File: src/rtl/target_sequencer.sv
// Target sequencer for the reaction game. It takes qualified random values and lights one
// target LED at a time, then judges the button response and emits single-cycle hit/miss pulses.
module target_sequencer #(
    parameter int NUM_TARGETS = 8,
    parameter int CNT_W       = 26,
    parameter int SHOW_NORMAL = 50_000_000,
    parameter int SHOW_INTER  = 25_000_000,
    parameter int SHOW_ADV    = 12_500_000,
    parameter int GAP_CYCLES  = 5_000_000
) (
    input  logic                   i_Clock,
    input  logic                   i_Reset,
    input  logic                   i_Start,
    input  logic [1:0]             i_GameSpeed,
    input  logic [3:0]             i_RandNum,
    input  logic                   i_RandValid,
    input  logic [NUM_TARGETS-1:0] i_Buttons,
    output logic [NUM_TARGETS-1:0] o_TargetLED,
    output logic                   o_HitPulse,
    output logic                   o_MissPulse,
    output logic                   o_Active
);

    localparam logic [1:0] S_IDLE      = 2'd0;
    localparam logic [1:0] S_WAIT_RAND = 2'd1;
    localparam logic [1:0] S_SHOW      = 2'd2;
    localparam logic [1:0] S_GAP       = 2'd3;

    // Limits are held as terminal counts (length - 1) so the compare is a plain equality.
    localparam logic [CNT_W-1:0] LIM_NORMAL = CNT_W'(SHOW_NORMAL - 1);
    localparam logic [CNT_W-1:0] LIM_INTER  = CNT_W'(SHOW_INTER - 1);
    localparam logic [CNT_W-1:0] LIM_ADV    = CNT_W'(SHOW_ADV - 1);
    localparam logic [CNT_W-1:0] LIM_GAP    = CNT_W'(GAP_CYCLES - 1);
    localparam logic [4:0]       NO_TARGET  = 5'(NUM_TARGETS);

    logic [1:0]             r_state;
    logic [CNT_W-1:0]       r_cnt;
    logic [CNT_W-1:0]       r_lim;
    logic [4:0]             r_last;
    logic [NUM_TARGETS-1:0] r_led;
    logic                   r_hit;
    logic                   r_miss;
    logic                   r_active;

    logic [CNT_W-1:0]       w_lim_sel;
    logic [NUM_TARGETS-1:0] w_onehot;
    logic                   w_rand_ok;
    logic                   w_wrong;
    logic                   w_right;
    logic                   w_timeout;

    always_comb begin
        w_lim_sel = LIM_ADV;
        case (i_GameSpeed)
            2'b00:   w_lim_sel = LIM_NORMAL;
            2'b01:   w_lim_sel = LIM_INTER;
            default: w_lim_sel = LIM_ADV;
        endcase
    end

    for (genvar i = 0; i < NUM_TARGETS; i++) begin : g_dec
        assign w_onehot[i] = (i_RandNum == 4'(i));
    end

    assign w_rand_ok = i_RandValid && ({1'b0, i_RandNum} < NO_TARGET)
                       && ({1'b0, i_RandNum} != r_last);
    // Any off-target bit is a miss, even when the target bit is pressed in the same cycle.
    assign w_wrong   = |(i_Buttons & ~r_led);
    assign w_right   = |(i_Buttons & r_led);
    assign w_timeout = (r_cnt == r_lim);

    always_ff @(posedge i_Clock) begin
        if (!i_Reset) begin
            r_state  <= S_IDLE;
            r_cnt    <= '0;
            r_lim    <= '0;
            r_last   <= NO_TARGET;
            r_led    <= '0;
            r_hit    <= 1'b0;
            r_miss   <= 1'b0;
            r_active <= 1'b0;
        end else begin
            r_hit  <= 1'b0;
            r_miss <= 1'b0;
            if (r_state != S_IDLE && !i_Start) begin
                // Abort drops the round silently; the last target is kept.
                r_state  <= S_IDLE;
                r_led    <= '0;
                r_active <= 1'b0;
                r_cnt    <= '0;
            end else begin
                case (r_state)
                    S_IDLE: begin
                        r_cnt <= '0;
                        if (i_Start) r_state <= S_WAIT_RAND;
                    end
                    S_WAIT_RAND: begin
                        if (w_rand_ok) begin
                            r_led    <= w_onehot;
                            r_last   <= {1'b0, i_RandNum};
                            r_lim    <= w_lim_sel;
                            r_cnt    <= '0;
                            r_active <= 1'b1;
                            r_state  <= S_SHOW;
                        end
                    end
                    S_SHOW: begin
                        if (w_wrong || w_right || w_timeout) begin
                            r_hit    <= !w_wrong && w_right;
                            r_miss   <= w_wrong || !w_right;
                            r_led    <= '0;
                            r_active <= 1'b0;
                            r_cnt    <= '0;
                            r_state  <= S_GAP;
                        end else begin
                            r_cnt <= r_cnt + 1'b1;
                        end
                    end
                    S_GAP: begin
                        if (r_cnt == LIM_GAP) begin
                            r_cnt   <= '0;
                            r_state <= S_WAIT_RAND;
                        end else begin
                            r_cnt <= r_cnt + 1'b1;
                        end
                    end
                    default: r_state <= S_IDLE;
                endcase
            end
        end
    end

    assign o_TargetLED = r_led;
    assign o_HitPulse  = r_hit;
    assign o_MissPulse = r_miss;
    assign o_Active    = r_active;

endmodule

File: config.mk
export PLATFORM = sky130hd
export DESIGN_NAME = target_sequencer
export DESIGN_NICKNAME = d
export VERILOG_FILES = /design/src/rtl/target_sequencer.sv
export SDC_FILE = /design/constraint.sdc
export NUM_CORES = 1
export LEC_CHECK = 0
export ABC_CLOCK_PERIOD_IN_PS = 3200
export BUFFER_PORTS_ARGS = -buffer_cell sky130_fd_sc_hd__buf_2
export CORE_ASPECT_RATIO = 0.7
export CORE_MARGIN = 4
export CORE_UTILIZATION = 60
export CTS_BUF_LIST = sky130_fd_sc_hd__clkbuf_8
export CTS_CLUSTER_SIZE = 28
export DETAILED_ROUTE_END_ITERATION = 16
export HOLD_SLACK_MARGIN = 0.06
export PLACE_DENSITY = 0.86
export SETUP_SLACK_MARGIN = 0.15
export SLEW_MARGIN = 20
export SYNTH_ARGS = -nofsm -noshare
export SYNTH_HDL_FRONTEND = slang
export SYNTH_SLANG_ARGS = --single-unit
File: constraint.sdc
create_clock -name i_Clock -period 3.2 [get_ports i_Clock]
set_input_delay 0.8 -clock i_Clock [delete_from_list [all_inputs] [get_ports i_Clock]]
set_output_delay 0.8 -clock i_Clock [all_outputs]
set_load 0.01 [all_outputs]
# [After elaboration in Yosys (flattened, before gate mapping)]
# Cells that the tools add are included.
[totals] regBits=69 latch_bits=0 ramBits=0 mem_bits_ro=0 input_bits=18 wordCells=73 memories=0
[classes] add_sub_neg=1 mul=0 n_div=0 magnitude_cmp=1 eq_ne=18 n_shift=0 muxes=16 n_bitwise=7 n_reduce_logical=22
[op_table] cell="$pmux 26 s4" count=1
[op_table] cell="$mux 26" count=3
[op_table] cell="$pmux 26 s2" count=1
[op_table] cell="$add 26x1->26 const B" count=1
[op_table] cell="$eq 26x23->1 const B" count=1
[op_table] cell="$eq 26x26->1" count=1
[op_table] cell="$and 8x8->8" count=2
[op_table] cell="$eq 4x3->1 const B" count=4
[op_table] cell="$mux 8" count=2
[op_table] cell="$pmux 8 s2" count=1
[op_table] cell="$reduce_or 8->1" count=2
[op_table] cell="$eq 4x2->1 const B" count=2
[op_table] cell="$mux 2" count=4
[op_table] cell="$ne 2x2->1 const B" count=4
[op_table] cell="$not 8->8" count=1
[op_table] cell="$pmux 2 s4" count=1
[op_table] cell="$reduce_and 3->1" count=2
[op_table] cell="$eq 2x1->1 const B" count=2
[op_table] cell="$eq 2x2->1 const B" count=2
[op_table] cell="$eq 4x1->1 const B" count=1
[op_table] cell="$logic_and 1x1->1" count=4
[op_table] cell="$logic_not 2->1" count=2
[op_table] cell="$logic_not 4->1" count=1
[op_table] cell="$lt 4x4->1 const B" count=1
[op_table] cell="other kinds (10)" count=19

# [Longest topological paths before layout]
[depth] ltp_word=7 mapped_depth=10 mapped_depth_nobuf=7

# [Worst setup path before layout]
# OpenSTA, ideal clock, no wires.
[synth_timing] path_kind="input to register" from="input i_RandNum[2]" to="register r_cnt[4]" setup_ns=0.065 t_arrival_ns=2.460 t_required_ns=3.135 setup_slack_ns=0.675 cell_stages=10 path_buffers=4 path_cell_list="buf_2 -> xor2_1 -> o41ai_2 -> and2_0 -> clkbuf_4 -> a21oi_1 -> a21o_2 -> buf_6 -> buf_12 -> nor2_1"
[synth_between] elab_chain_cells=4 word_cells_on_any_way=5 classes_between="order compare (1); eq/ne (2); reduce/logical (2)"
[synth_rtl] element="start: declaration" line_no="15" source="input logic [3:0] i_RandNum,"
[synth_rtl] element="$lt 4x4->1" line_no="65" source="assign w_rand_ok = i_RandValid && ({1'b0, i_RandNum} < NO_TARGET)"
[synth_rtl] element="$logic_and 1x1->1" line_no="65"
[synth_rtl] element="$logic_and 1x1->1 *" line_no="66" source="&& ({1'b0, i_RandNum} != r_last);"
[synth_rtl] element="$ne 2x2->1 (no source line) *"
[synth_rtl] element="end signal: assignment" line_no="116" source="r_cnt <= r_cnt + 1'b1;"
[synth_rtl] element="end signal: assignment" line_no="124" source="r_cnt <= r_cnt + 1'b1;"
[synth_rtl] element="end: declaration" line_no="37" source="logic [CNT_W-1:0] r_cnt;"
# Mark *: on every way between the ends. The rest lies on a longest branch, timed or not.
# A chain may end at the register's enable or synchronous reset.

# [Worst setup path in the final report]
[layout_timing] from="input i_RandNum[2]" to="register r_cnt[1]"
# The elaborated chain is that of the path after synthesis.

==> flow_metrics.py <==
metrics = {
    "timing": {
        "setup-tns-final_ps": 0,
        "slew_headroom_pct": 41.04,
        "skew_ps": 7.785,
        "layout_min_cycle_time_ps": 2616,
        "hold_slack_ps": 464.7,
        "timing.final.crit_share_pct": 81.74,
        "worst_slew_pin_slew_ps": 884.4,
        "hold_viol": 0,
        "drv_slew": 0,
        "final-setup-viol-count": 0,
        "rsz0062_at_grt": "false",
        "fmax_ghz": 0.3823,
    },
    "floorplanning": {
        "die_x_um": 85.84,
        "fp.dieArea_um2": 5364,
        "initial_core_util_pct": 63.72,
        "coreArea_um2": 3994,
        "ioPinCount": 29,
        "fp.dieH_um": 62.49,
        "placementRows": 19,
    },
    "synth": {
        "yosysWarningCount": 0,
        "syn_nets": 316,
        "yosys_most_used_dff": "dfxtp_1",
        "yosysUniqueCellTypes": 56,
        "synth_cells": 292,
        "synth_edf_count": 0,
        "synth_async_sr_flop_share_pct": 0,
        "syn_area_per_cell_um2": 8.716,
        "ys_seq_area_share_pct": 39.33,
        "synth-seq-cells": 50,
        "netlist_area_um2": 2545,
    },
    "placed_design": {
        "numPortBuffers": 28,
        "place.gp.congestion": 0.9266,
        "dp_hpwl_um": 4421,
    },
    "clock_network": {
        "cts_setup_buffers": 0,
        "clkTransAtPathRegs_ps": 90,
        "cts_hold_buf": 0,
        "clockBufferDepth": 2,
        "cts_sinks": 50,
        "cts-buffers-inserted": 5,
        "cts_resized": 0,
        "cts_tree": "yes",
        "cts_root_buf": "clkbuf_8",
        "htreeDepth": 2,
        "clk_latency_ps": 310,
    },
    "route": {
        "dr.pass1.iters": 5,
        "drc": 0,
        "viasPerCell": 6.124,
        "vias": 2272,
        "antenna_left": 0,
        "drtIter0Drc": 171,
        "wl_per_cell_um": 16.50,
        "wl_um": 6120,
    },
    "hold_path": {
        "hp-start": "o_Active",
        "whs_endpoint": "o_Active",
        "holdCritPathClass": "reg2reg",
        "holdPathStages": 1,
    },
    "pwr": {
        "intPower_mw": 0.9945,
        "power_frac_clock_pct": 30.3,
        "swShare_pct": 31.14,
        "p_seq_share_pct": 47.6,
        "combPwrFrac_pct": 22.1,
        "powerDensity_nw_per_um2": 518.6,
        "p_switching_mw": 0.4497,
        "p_leak_nw": 1.108,
        "vdd_drop_max_uv": 408.8,
    },
    "global_route": {
        "antenna_found_initial": 0,
        "grt_pass1_wl_um": 10050,
        "grt-ovfl-total": 0,
        "grt_pass1_vias": 1959,
        "grt.total_usage_pct": 23.72,
        "grt_max_degree": 27,
    },
    "worst_setup_path": {
        "critPathSlowestCell": "o41ai_2",
        "cp.required_ps": 3440,
        "r2r_slack_ps": 610,
        "cp_slowest_stage_delay_ps": 670,
        "cp.arrival_ps": 2850,
        "critPathMaxFanout": 26,
        "reg2regPathDepth": 6,
        "end_kind": "register",
        "timing.rr.end": "r_cnt[16]",
        "path_buf_inv": 1,
        "critPathTopFamily": "compound AO/OA/AOI/OAI gates",
        "path_common_cell": "a21oi_1",
        "reg2reg_from": "r_cnt[20]",
        "cp-start-kind": "input port",
        "worstPathCellList": "buf_2 > xor2_1 > o41ai_2 > and2_0 > a21oi_1 > a21o_2 > a21oi_1",
        "path_class": "in2reg",
    },
    "finish": {
        "num-fill-cells": 311,
        "final_nets": 342,
        "drive_gt1_share_pct": 15.99,
        "diodes": 0,
        "syn2layout_area_growth_pct": 9.439,
    },
    "outcome": {
        "status": "finished clean",
    },
    "run": {
        "drv_cap": 0,
    },
}
## flip-flops by register name, summed over array words and instances, names as in the netlist
| signal | cells |
|---|---|
| r_cnt | 26 |
| o_TargetLED | 8 |
| o_Active | 1 |
| r_last | 4 |
| o_HitPulse | 1 |
| o_MissPulse | 1 |
| r_state | 2 |
| r_lim | 7 |
## how the worst max path moves through the flow
stage / start / endpoint / slack, ps / cells after the start
5_1_grt: r_cnt[20] / r_cnt[4] / 430 / 6
3_5_place_dp: i_RandNum[2] / r_cnt[1] / 330 / 7
3_3_place_gp: i_RandNum[2] / r_cnt[1] / 450 / 7
4_1_cts: i_RandNum[2] / r_cnt[1] / 610 / 7
2_1_floorplan: i_RandNum[2] / r_cnt[4] / 680 / 10
6_report: i_RandNum[2] / r_cnt[1] / 580 / 7
## routing by layer
metal  part of all wire (%)  vias up  GRT usage, %
met4                    1.0        0         6.324
met3                    9.1        6         6.851
met1                     47     1078         35.14
li1                       -     1088             -
met2                     42      100         33.24
met5                      0        -             0
## area by class of cell
type / count / area [µm²] / share of cell area, %
sequential: 50 / 1001 / 35.94
timing repair buffer: 30 / 155.1 / 5.571
inverter: 15 / 56.30 / 2.022
tap: 52 / 65.06 / 2.336
clock buffer: 5 / 68.82 / 2.471
multi-input combinational: 216 / 1401 / 50.31
clock inverter: 3 / 37.54 / 1.348
## power by group through the flow
stage	sequential, mW	combinational, mW	clock [mW]
6_report	0.687	0.320	0.437
5_1_grt	0.692	0.354	0.465
4_1_cts	0.686	0.313	0.439
3_5_place_dp	0.701	0.310	0
3_3_place_gp	0.698	0.297	0
2_1_floorplan	0.694	0.270	0
## worst reg2reg max path, delay by kind of cell (launching register included)
family | cells | cell delay (ps)
simple gates | 3 | 910
compound gates | 3 | 1200
flops | 1 | 360
## synthesized netlist by cell type (2+ instances only)
cell	instances	share of area [%]
dfxtp_1	50	39
nor2_1	31	4.6
nand2_1	27	4.0
xor2_1	20	6.9
nand3_1	17	3.3
inv_1	15	2.2
nand4_1	14	3.4
xnor2_1	9	3.1
nor3_1	8	1.6
a21boi_0	6	1.8
clkbuf_1	6	0.88
ha_1	6	2.9
and3_1	5	1.2
nor4_1	5	1.2
o22ai_1	5	1.2
a21oi_1	4	0.79
a22o_1	4	1.4
a22oi_1	4	1.2
a32o_1	4	1.6
and2_1	4	0.98
nor2b_1	4	0.98
o21ai_0	3	0.59
or3_2	3	0.88
and4_1	2	0.69
and4_2	2	0.79
buf_12	2	1.6
o211a_1	2	0.79
or3_1	2	0.49
## cells in the final DEF (no fill, tap or decap), types with 3 or more instances in the layout
master / instances
nor4_1: 5
a21boi_0: 6
a22oi_1: 4
nand3_1: 17
inv_1: 17
a22o_1: 4
o22ai_1: 5
nor2_1: 31
and3_1: 5
buf_2: 28
a32o_1: 4
dfxtp_1: 50
ha_1: 6
o21ai_0: 3
xnor2_1: 9
xor2_1: 20
a21oi_1: 4
and2_1: 4
nor3_1: 8
clkbuf_8: 5
or3_2: 3
nand4_1: 14
nor2b_1: 4
nand2_1: 27
## stage by stage
stage / cells / area [µm²] / worst slack, ps / utilization [%] / total power, mW
5_1_grt: 371 / 2785 / 432.8 / 69.74 / 1.512
6_report: 371 / 2785 / 584.4 / 69.74 / 1.444
3_5_place_dp: 363 / 2679 / 328.5 / 67.07 / 1.011
4_1_cts: 371 / 2785 / 609.0 / 69.74 / 1.438
2_1_floorplan: 292 / 2545 / 675.0 / - / 0.9640
3_3_place_gp: 363 / 2679 / 445.6 / 67.07 / 0.9957
## logic make-up after synthesis
group           synth area share [%]
mux                           0.3933
flops                          39.33
simple gates                   27.58
xor+xnor                       9.981
compound gates                 14.16
fa+ha+maj                      2.950
buf+inv                        5.604
Power figures use the tool's default switching activity.
